$ cat config.mk
export PLATFORM = sky130hd
export DESIGN_NAME = video_timing_streamer
export DESIGN_NICKNAME = d
export VERILOG_FILES = /design/src/rtl/video_timing_streamer.sv
export SDC_FILE = /design/constraint.sdc
export NUM_CORES = 1
export LEC_CHECK = 0
export BUFFER_PORTS_ARGS = -buffer_cell sky130_fd_sc_hd__buf_4
export CAP_MARGIN = 20
export CORE_MARGIN = 2
export CORE_UTILIZATION = 41
export DETAILED_ROUTE_END_ITERATION = 12
export PLACE_DENSITY_LB_ADDON = 0.08
export SYNTH_ARGS = -nofsm -noshare
export SYNTH_HDL_FRONTEND = slang
export SYNTH_SLANG_ARGS = --single-unit
$ cat constraint.sdc
create_clock -name iClk -period 4.7 [get_ports iClk]
set_clock_uncertainty 0.15 [all_clocks]
set_input_delay 0.94 -clock iClk [delete_from_list [all_inputs] [get_ports iClk]]
set_output_delay 0.94 -clock iClk [all_outputs]
set_load 0.02 [all_outputs]
$ cat src/rtl/video_timing_streamer.sv
// video_timing_streamer: programmable raster timing generator driving RGB/sync pins from a valid/ready pixel stream.
// Optional macro VTS_TEST_PATTERN_EN adds iPatternSel and an internal 8-bar colour pattern.
module video_timing_streamer #(
   parameter int   pHdisplayWidth = 11,
   parameter int   pVdisplayWidth = 11,
   parameter int   pChBits        = 4,
   parameter logic pHSyncPol      = 1'b0,
   parameter logic pVSyncPol      = 1'b0
) (
   input  logic                     iClk,
   input  logic                     iRst,
   input  logic                     iEn,
   input  logic [pHdisplayWidth:0]  iHdisplay,
   input  logic [pHdisplayWidth:0]  iHSyncStart,
   input  logic [pHdisplayWidth:0]  iHSyncEnd,
   input  logic [pHdisplayWidth:0]  iHSyncMax,
   input  logic [pVdisplayWidth:0]  iVdisplay,
   input  logic [pVdisplayWidth:0]  iVSyncStart,
   input  logic [pVdisplayWidth:0]  iVSyncEnd,
   input  logic [pVdisplayWidth:0]  iVSyncMax,
   input  logic [3*pChBits-1:0]     iPixel,
   input  logic                     iPixelVd,
`ifdef VTS_TEST_PATTERN_EN
   input  logic                     iPatternSel,
`endif
   output logic                     oPixelRdy,
   output logic [pChBits-1:0]       oColorR,
   output logic [pChBits-1:0]       oColorG,
   output logic [pChBits-1:0]       oColorB,
   output logic                     oHSync,
   output logic                     oVSync,
   output logic                     oDe,
   output logic                     oFe,
   output logic                     oLe,
   output logic                     oUnderflow,
   input  logic                     iUnderflowClr,
   output logic [pHdisplayWidth:0]  oHCnt,
   output logic [pVdisplayWidth:0]  oVCnt
);
   localparam logic [pHdisplayWidth:0] H_ONE = 1;
   localparam logic [pVdisplayWidth:0] V_ONE = 1;
   typedef enum logic [1:0] {IDLE, LOAD, RUN} state_t;
   state_t                    state_q;
   logic [pHdisplayWidth:0]   hcnt_q, hdisp_q, hs_start_q, hs_end_q, hmax_q;
   logic [pVdisplayWidth:0]   vcnt_q, vdisp_q, vs_start_q, vs_end_q, vmax_q;
   logic [3*pChBits-1:0]      rgb_q, rgb_d, pat_rgb;
   logic                      de_q, hs_q, vs_q, le_q, fe_q, uf_q, uf_d;
   logic                      run, h_wrap, v_wrap, frame_end, load, active, hs_act, vs_act, pat, xfer, starve;

   assign run       = state_q == RUN;
   assign h_wrap    = run && hcnt_q == hmax_q;
   assign v_wrap    = vcnt_q == vmax_q;
   assign frame_end = h_wrap && v_wrap;
   // The restart load rides on the frame-end edge so the next frame begins without a dead cycle.
   assign load      = state_q == LOAD || (frame_end && iEn);
   assign active    = run && hcnt_q < hdisp_q && vcnt_q < vdisp_q;
   assign hs_act    = run && hcnt_q >= hs_start_q && hcnt_q <= hs_end_q;
   assign vs_act    = run && vcnt_q >= vs_start_q && vcnt_q <= vs_end_q;
   assign oPixelRdy = active && !pat;
   assign xfer      = oPixelRdy && iPixelVd;
   assign starve    = oPixelRdy && !iPixelVd;
   assign rgb_d     = !active ? '0 : pat ? pat_rgb : xfer ? iPixel : '0;
   assign uf_d      = starve || (uf_q && !iUnderflowClr);

`ifdef VTS_TEST_PATTERN_EN
   logic [pHdisplayWidth:0] bar_cnt_q, bar_w;
   logic [2:0]              bar_q;
   assign pat     = iPatternSel;
   assign bar_w   = hdisp_q >> 3;
   assign pat_rgb = {{pChBits{bar_q[2]}}, {pChBits{bar_q[1]}}, {pChBits{bar_q[0]}}};
   // Bar index steps every Hdisplay/8 active pixels and restarts on each line.
   always_ff @(posedge iClk or negedge iRst) begin
      if (!iRst) begin
         bar_cnt_q <= '0;
         bar_q     <= '0;
      end else if (!active || h_wrap) begin
         bar_cnt_q <= '0;
         bar_q     <= '0;
      end else if (bar_cnt_q + H_ONE >= bar_w) begin
         bar_cnt_q <= '0;
         bar_q     <= bar_q == 3'd7 ? bar_q : bar_q + 3'd1;
      end else begin
         bar_cnt_q <= bar_cnt_q + H_ONE;
      end
   end
`else
   assign pat     = 1'b0;
   assign pat_rgb = '0;
`endif

   // Frame FSM and raster counters; counters sit at 0 whenever not running.
   always_ff @(posedge iClk or negedge iRst) begin
      if (!iRst) begin
         state_q <= IDLE;
         hcnt_q  <= '0;
         vcnt_q  <= '0;
      end else begin
         case (state_q)
            IDLE: state_q <= iEn ? LOAD : IDLE;
            LOAD: state_q <= RUN;
            RUN: begin
               hcnt_q <= h_wrap ? '0 : hcnt_q + H_ONE;
               if (h_wrap) vcnt_q <= v_wrap ? '0 : vcnt_q + V_ONE;
               if (frame_end && !iEn) state_q <= IDLE;
            end
            default: state_q <= IDLE;
         endcase
      end
   end

   // Shadow timing set; inputs are only sampled when a frame is about to start.
   always_ff @(posedge iClk or negedge iRst) begin
      if (!iRst) begin
         {hdisp_q, hs_start_q, hs_end_q, hmax_q} <= '0;
         {vdisp_q, vs_start_q, vs_end_q, vmax_q} <= '0;
      end else if (load) begin
         {hdisp_q, hs_start_q, hs_end_q, hmax_q} <= {iHdisplay, iHSyncStart, iHSyncEnd, iHSyncMax};
         {vdisp_q, vs_start_q, vs_end_q, vmax_q} <= {iVdisplay, iVSyncStart, iVSyncEnd, iVSyncMax};
      end
   end

   // Pin registers: one cycle behind the raster state, all aligned.
   always_ff @(posedge iClk or negedge iRst) begin
      if (!iRst) begin
         rgb_q <= '0;
         de_q  <= 1'b0;
         hs_q  <= ~pHSyncPol;
         vs_q  <= ~pVSyncPol;
         le_q  <= 1'b0;
         fe_q  <= 1'b0;
         uf_q  <= 1'b0;
      end else begin
         rgb_q <= rgb_d;
         de_q  <= active;
         hs_q  <= hs_act ? pHSyncPol : ~pHSyncPol;
         vs_q  <= vs_act ? pVSyncPol : ~pVSyncPol;
         le_q  <= h_wrap;
         fe_q  <= frame_end;
         uf_q  <= uf_d;
      end
   end

   assign {oColorR, oColorG, oColorB} = rgb_q;
   assign oDe        = de_q;
   assign oHSync     = hs_q;
   assign oVSync     = vs_q;
   assign oLe        = le_q;
   assign oFe        = fe_q;
   assign oUnderflow = uf_q;
   assign oHCnt      = hcnt_q;
   assign oVCnt      = vcnt_q;
endmodule
# After elaboration in Yosys (flattened, before gate mapping)
# Index checks and enable logic that the tools add are counted.
# op_classes
add_sub_neg	2
multipliers	0
div_mod_pow	0
order_cmp	6
n_eq_ne	5
shifts	0
n_mux	9
bitwise_logic	0
reduce_logical	20
# op_table
op	count
12-bit two-way mux	4
12-bit by 1-bit adder with 12-bit output, second input constant	2
12-bit == test	2
12-bit >= comparator	2
12-bit <= comparator	2
12-bit less-than comparator	2
1-bit logical AND	13
2-bit one-hot mux with 3 select lines	1
1-bit zero test	3
1-bit two-way mux	3
2-bit by 1-bit == test with 1-bit output, second input constant	1
2-bit == test, second input constant	1
2-bit zero test	1
1-bit logical OR	2
2-bit two-way mux	1
2-bit by 1-bit inequality test with 1-bit output, second input constant	1
2-bit AND reduction	1
# totals
register_bits	140
latchBits	0
mem_bits_rw	0
mem_bits_ro	0
out_inout_bits	43
mem_count	0

# Depth between registers and ports, before layout
# Gate-level depths: netlist of run 1.
# logic_depth
word_depth	6
ltp_mapped	8

# Least setup slack after synthesis of run 1
# No wires, ideal clock.
# synth_path
kind	reg2out
startpoint	reg vcnt_q[2], in the netlist oVCnt[2]
endpoint	out oPixelRdy
arrival_time_ns	2.134
slack_ns	1.476
stages_incl_launch_ff	8
path_buffers	1
cell_sequence	dfrtp_1 ha_1 a211oi_1 o21ai_0 a41oi_1 o21ai_0 clkbuf_1 nor2_1
# synth_via
elab_chain_len	2
# synth_lines
item	line	text
start, declared	45	logic [pVdisplayWidth:0] vcnt_q, vdisp_q, vs_start_q, vs_end_q, vmax_q;
start signal, assigned	103	if (h_wrap) vcnt_q <= v_wrap ? '0 : vcnt_q + V_ONE;
12-bit less-than comparator	56	assign active = run && hcnt_q < hdisp_q && vcnt_q < vdisp_q;
1-bit logical AND	56	
end, declared	26	output logic oPixelRdy,
# Every way passes these cells.

# Worst setup path in the final report of run 1
# Same ends and word-level chain as after synthesis.

==> metrics.md, run 1 <==
| Metric | Value |
|---|---|
| Vias in the first global route | 5907 |
| Gr ovfl total | 0 |
| Post-Route Setup TNS | 0 ns |
| Cell family contributing the most delay on the critical path | compound AO/OA/AOI/OAI gates |
| Tot GR Track Use | 0.197 |
| PD cells | 543 nW/um^2 |
| Worst Max-Slew Pin Slew | 0.900 ns |
| Worst vdd ir | 0.272 mV |
| Min-delay worst type | reg -> reg |
| Clock Latency Late Sink | 0.42 ns |
| Slowest stage delay, CP | 0.51 ns |
| Register area share after synthesis | 0.472 |
| Cell Area, Placed | 8860 sq um |
| Core area | 17800 sq um |
| Final Max Slew Viols | 0 |
| Outcome | completed |
| DRC violations left | 0 |
| Synth top area share | 0.465 |
| Crit-path cells | ha_1 -> a211oi_1 -> o21ai_0 -> a41oi_1 -> o21ai_0 -> buf_4 -> nor2_1 -> buf_4 |
| Period utilisation layout | 0.785 |
| WL final | 17900 um |
| TritonCTS clock tree | yes |
| Worst setup slack after layout | 1.01 ns |
| DP HPWL | 13300 um |
| YS warnings | 0 |
| Distinct cells, synth | 45 |
| Clock-pin slew on the worst setup and hold paths | 0.06 ns |
| EDFF count, synth | 0 |
| Critical path data required time | 3.61 ns |
| Post-synth top flop | dfrtp_1 |
| Post-Synthesis Cell Area | 7420 sq um |
| Worst Setup End Kind | output pin |
| Area contributors post-synth | dfrtp_1 (47%), ha_1 (12%), mux2_2 (8.5%), mux2_1 (6.1%), inv_1 (3.5%) |
| Fin. Hold Viols | 0 |
| Fin crit period | 3.69 ns |
| CTS Buf Count | 17 |
| Post-synthesis register bit count | 140 |
| Area leader, netlist | dfrtp_1 |
| Routability congestion estimate | 0.800 |
| WP buf/inv | 2 |
| Fin area | 9460 sq um |
| Worst setup SP type | flop |
| Arrival @ worst endpoint | 2.60 ns |
| Via count | 5373 |
| Mean cell area of the mapped netlist | 11.4 sq um |
| IO Pins | 156 |
| Post-route ant nets | 0 |
| Core Rows | 49 |
| Critical path fanouts, max | 14 |
| Initial antenna violation count | 0 |
| FFs w/ async S/R, synth | 1.00 |
| Count of input and output buffers | 155 |
| Crit-path slowest cell | dfrtp_1 |
| Max_cap viols | 0 |
| Global-route wire length before repair | 29700 um |
| Post-CTS setup buffers | 0 |
| Bufs on Longest Clock Path | 2 |
| Max Freq | 271 MHz |
| Crit Path Category | reg -> out |
| DIE HEIGHT | 139 um |
| Initial core utilization | 0.416 |
| # resized after CTS | 0 |
| Die ar. | 19200 sq um |
| Post-synth net total | 836 |
| Die Wd | 139 um |
| Via density | 5.09 |
| Pre-CTS setup slack | 1.44 ns |
| Sink Count | 140 |
| # diodes | 0 |
| Drt first pass iters | 4 |
| Setup violators final | 0 |
| Largest net degree at the start of global routing | 97 |
| Fraction of layout cells with a size suffix above 1 | 0.312 |
| Iteration-0 DRC Markers | 221 |
| Slew HR | 0.400 |
| Hold-fix buffers at CTS | 0 |
| Min Hold Slack | 0.343 ns |
| P_leak | 4.72 nW |
| Drt wl/cell | 17.0 um |
| Fin nets | 1000 |
| Root buf cell | clkbuf_16 |
| RSZ-0062 raised after global routing | false |
| H-tree depth | 4 |
| Area growth syn-to-layout | 27.4% |
| Post-synthesis cell count | 651 |
-- final timing paths --
check | endpoint | cells past startpoint | slack, ns | startpoint
worst max register to register | vdisp_q[11]$_DFFE_PN0P_ | 7 | 1.48 | oHCnt[8]$_DFFE_PN0N_
max in group asynchronous | oVSync$_DFF_PN1_ | 2 | 3.03 | iRst
min in group asynchronous | hs_end_q[8]$_DFFE_PN0P_ | 1 | 0.45 | iRst
worst max-delay path | oPixelRdy | 8 | 1.01 | oVCnt[2]$_DFFE_PN0P_
worst min-delay path | hdisp_q[8]$_DFFE_PN0P_ | 1 | 0.34 | hdisp_q[8]$_DFFE_PN0P_
worst min register to register | hdisp_q[8]$_DFFE_PN0P_ | 1 | 0.34 | hdisp_q[8]$_DFFE_PN0P_
-- sequential cells by signal (all words and copies together) (netlist names) --
name        flops
oHSync          1
hs_start_q     12
hdisp_q        12
state_q         2
vmax_q         12
vs_end_q       12
vs_start_q     12
vdisp_q        12
oVSync          1
hmax_q         12
rgb_q          12
hs_end_q       12
oDe             1
oUnderflow      1
oVCnt          12
oFe             1
oHCnt          12
oLe             1
-- worst register-to-register path, delay by kind of cell (launching register included) --
family	cells	cell delay, ns
AOI/OAI and AO/OA	1	0.73
xor gates and xnor gates	1	0.13
buffers and inverters	2	0.83
DFF	1	0.64
muxes	1	0.43
and+or+nand+nor	2	0.19
-- layout by cell type (no fill, tap or decap), types with 2 or more instances in the layout --
cell type / n
a211oi_1: 5
a21boi_0: 3
a21o_1: 11
a21oi_1: 21
a22o_1: 9
and3_1: 7
buf_4: 165
bufinv_16: 3
clkbuf_16: 17
clkbuf_8: 2
clkinv_2: 5
clkinvlp_4: 3
dfrtp_1: 138
dfstp_2: 2
ha_1: 72
inv_1: 70
mux2_1: 40
mux2_2: 56
nand2_1: 26
nand2b_1: 3
nand3_1: 10
nand4_1: 22
nor2_1: 26
nor2b_1: 13
nor3_1: 18
o2111ai_1: 2
o211ai_1: 4
o21ai_0: 15
o41ai_1: 4
or3_1: 4
xnor2_1: 29
xor2_1: 5
-- area by class of cell --
class | instances | area, sq um
Multi-Input combinational cell | 420 | 3550
Tap cell | 229 | 287
Clock inverter | 12 | 146
Timing Repair Buffer | 166 | 1250
Inverter | 70 | 263
Clock buffer | 19 | 453
Fill cell | 1590 | 8380
Sequential cell | 140 | 3510
-- through the flow --
step	utilization	std cells	total power, W
2_1_floorplan	-	651	0.00324
3_3_place_gp	0.497	1025	0.00373
3_5_place_dp	0.497	1025	0.00383
4_1_cts	0.530	1056	0.00521
5_1_grt	0.530	1056	0.00553
6_report	0.530	1056	0.00513
-- logic make-up after synthesis --
group           share of synthesized area
compound gates                     0.0726
mux                                 0.146
flops                               0.472
simple gates                       0.0957
buf+inv                            0.0524
fa+ha+maj                           0.121
xor+xnor                           0.0401
-- cell usage after synthesis (2+ instances only) --
master     instances
a211oi_1           5
a21boi_0           3
a21o_1            11
a21oi_1           21
a22o_1             9
and3_1             7
buf_2             11
buf_6              4
clkbuf_1           5
dfrtp_1          138
dfstp_2            2
ha_1              72
inv_1             70
mux2_1            40
mux2_2            56
nand2_1           26
nand2b_1           3
nand3_1           10
nand4_1           22
nor2_1            26
nor2b_1           13
nor3_1            18
o2111ai_1          2
o211ai_1           4
o21ai_0           15
o41ai_1            4
or3_1              4
xnor2_1           29
xor2_1             5
-- routing by layer --
metal / track usage / part of all wire
met4: 0.0483 / 0.013
met1: 0.233 / 0.42
met3: 0.0518 / 0.040
met5: 0 / 0
met2: 0.356 / 0.52
-- where the power goes --
group | switching [W] | internal, W | leakage (nW)
Combinational | 0.000849 | 0.000918 | 2.71
Sequential | 0.000318 | 0.00169 | 1.72
Clock | 0.000505 | 0.000854 | 0.290
Total | 0.00167 | 0.00346 | 4.72
No activity file was read; power rests on OpenSTA's default activity.
==> run 2: changes to the inputs <==
clock period = 3.2 ns   (was 4.7 ns; I/O delays follow)
==> run 2 against run 1 <==
  * Total power up 47%
  * Sequential power up 45%
  * Non-clock buffer count grew 20
  * Sequential share of layout area fell by 0.70 points
  * Setup slack worse by 0.84 ns
  * Die area is the same
  * Global-route usage is 0.085 points higher
  * Sequential cell count unchanged
==> metrics.md, run 2 (synthesized netlist as in run 1, its figures left out) <==
| Metric | Value |
|---|---|
| Outcome | completed |
| WL final | 18000 um |
| Fraction of layout cells with a size suffix above 1 | 0.329 |
| Routability congestion estimate | 0.800 |
| Worst Setup End Kind | output pin |
| CP endpoint | oPixelRdy |
| Worst r2r src | oVCnt[6]$_DFFE_PN0P_ |
| Root buf cell | clkbuf_16 |
| R2R setup slack | 0.80 ns |
| Setup violators final | 0 |
| Core area | 17800 sq um |
| H-tree depth | 4 |
| Fin area | 9640 sq um |
| Area growth syn-to-layout | 29.8% |
| Worst Max-Slew Pin Slew | 0.555 ns |
| Initial antenna violation count | 0 |
| Clock Latency Late Sink | 0.42 ns |
| Post-Route Setup TNS | 0 ns |
| Vias in the first global route | 6008 |
| Arrival @ worst endpoint | 2.24 ns |
| DP HPWL | 13500 um |
| Initial core utilization | 0.416 |
| Worst vdd ir | 0.424 mV |
| TritonCTS clock tree | yes |
| Max Freq | 330 MHz |
| Sw Ratio | 0.324 |
| PD cells | 784 nW/um^2 |
| Fin crit period | 3.03 ns |
| Switch Pwr | 0.00245 W |
| Post-route ant nets | 0 |
| Via count | 5480 |
| Via density | 5.10 |
| P_int | 0.00511 W |
| Iteration-0 DRC Markers | 203 |
| CTS Buf Count | 17 |
| Worst setup slack after layout | 0.166 ns |
| DIE HEIGHT | 139 um |
| Cell Area, Placed | 9030 sq um |
| Min-delay worst type | in -> async |
| Max_cap viols | 0 |
| P_leak | 4.84 nW |
| Crit Path Category | reg -> out |
| Die Wd | 139 um |
| Critical R2R Capture | hs_end_q[11]$_DFFE_PN0P_ |
| Fin. Hold Viols | 0 |
| Reg2Reg Depth | 8 |
| Most common cell after layout, fill and taps aside | buf_4 |
| Drt wl/cell | 16.8 um |
| DRC violations left | 0 |
| Combinational share of power | 0.350 |
| Count of input and output buffers | 155 |
| Part of the power in registers | 0.385 |
| Setup crit start | oVCnt[2]$_DFFE_PN0P_ |
| Final Max Slew Viols | 0 |
| Global-route wire length before repair | 29800 um |
| Bufs on Longest Clock Path | 2 |
| IO Pins | 156 |
| Worst setup SP type | flop |
| Gr ovfl total | 0 |
| Sink Count | 140 |
| Die ar. | 19200 sq um |
| Fin nets | 1020 |
| Clock Power Share | 0.265 |
| Commonest non-fill, non-tap cells in the layout | buf_4 (183), dfrtp_1 (138), ha_1 (72), inv_1 (70), mux2_2 (56) |
| Tot GR Track Use | 0.197 |
| Drt first pass iters | 4 |
| Period utilisation layout | 0.948 |
| # diodes | 0 |
| Largest net degree at the start of global routing | 74 |
| Slew HR | 0.630 |
| Clock-pin slew on the worst setup and hold paths | 0.06 ns |
| Critical path fanouts, max | 2 |
| RSZ-0062 raised after global routing | false |
| Critical path data required time | 2.41 ns |
| Pre-CTS setup slack | 0.548 ns |
| Core Rows | 49 |
[run 2: cell count changes in the layout (fill, tap and decap cells not counted), sizes merged]
cell / change
buf: +20
clkinv: -1
[run 2: routing by layer]
layer / up-vias / GRT usage / share of wire / wire length [um]
li1: 2645 / - / - / -
met1: 2698 / 0.230 / 0.42 / 7500
met2: 117 / 0.365 / 0.53 / 9540
met3: 20 / 0.0404 / 0.040 / 719
met4: 0 / 0.0591 / 0.014 / 251
met5: - / 0 / 0 / 0
[run 2: what timing repair did]
action                                  in CTS  in global routing
hold buffers                                 0                  0
endpoints found under the setup margin       0                  1
setup buffers                                0                  0
gates resized for setup                      0                  1
[run 2: cell type report]
cell class | instances | area [sq um]
flip-flops and latches | 140 | 3510
multi-input cells | 420 | 3560
well taps | 229 | 287
inverters | 70 | 263
repair buffers | 186 | 1430
fillers | 1625 | 8200
clock inverters | 11 | 145
clock buffers | 19 | 453
[run 2: worst min-delay path by stage]
stage	end	slack (ns)	cells after the start
after floorplan	hdisp_q[0]$_DFFE_PN0P_	0.19	0
after global placement	hs_start_q[9]$_DFFE_PN0P_	0.33	1
after detailed placement	hdisp_q[0]$_DFFE_PN0P_	0.33	1
after CTS	hs_start_q[0]$_DFFE_PN0P_	0.04	1
after global routing	hs_start_q[0]$_DFFE_PN0P_	0.05	1
final	hs_start_q[0]$_DFFE_PN0P_	0.03	1
[run 2: power by group through the flow]
stage	registers, W	logic (W)	clock network, W
floorplan	0.00291	0.00184	0
global placement	0.00292	0.00258	0
detailed placement	0.00295	0.00267	0
CTS	0.00292	0.00269	0.00206
global route	0.00301	0.00299	0.00214
finish	0.00291	0.00264	0.00200
[run 2: metrics by stage]
| stage | total power, W | util | cells | hold slack (ns) |
|---|---|---|---|---|
| final | 0.00756 | 0.540 | 1075 | 0.0267 |
| after global routing | 0.00814 | 0.540 | 1075 | 0.0490 |
| after CTS | 0.00767 | 0.540 | 1075 | 0.0378 |
| after detailed placement | 0.00561 | 0.506 | 1045 | 0.327 |
| after global placement | 0.00550 | 0.506 | 1045 | 0.329 |
| after floorplan | 0.00476 | - | 651 | 0.194 |
[run 2: critical path, cell delays in order, from the launching register on]
cell	delay, ns
dfrtp_1	0.38
ha_1	0.31
a211oi_1	0.24
o21ai_0	0.16
a41oi_2	0.24
o21ai_0	0.14
nor2_1	0.18
buf_4	0.18
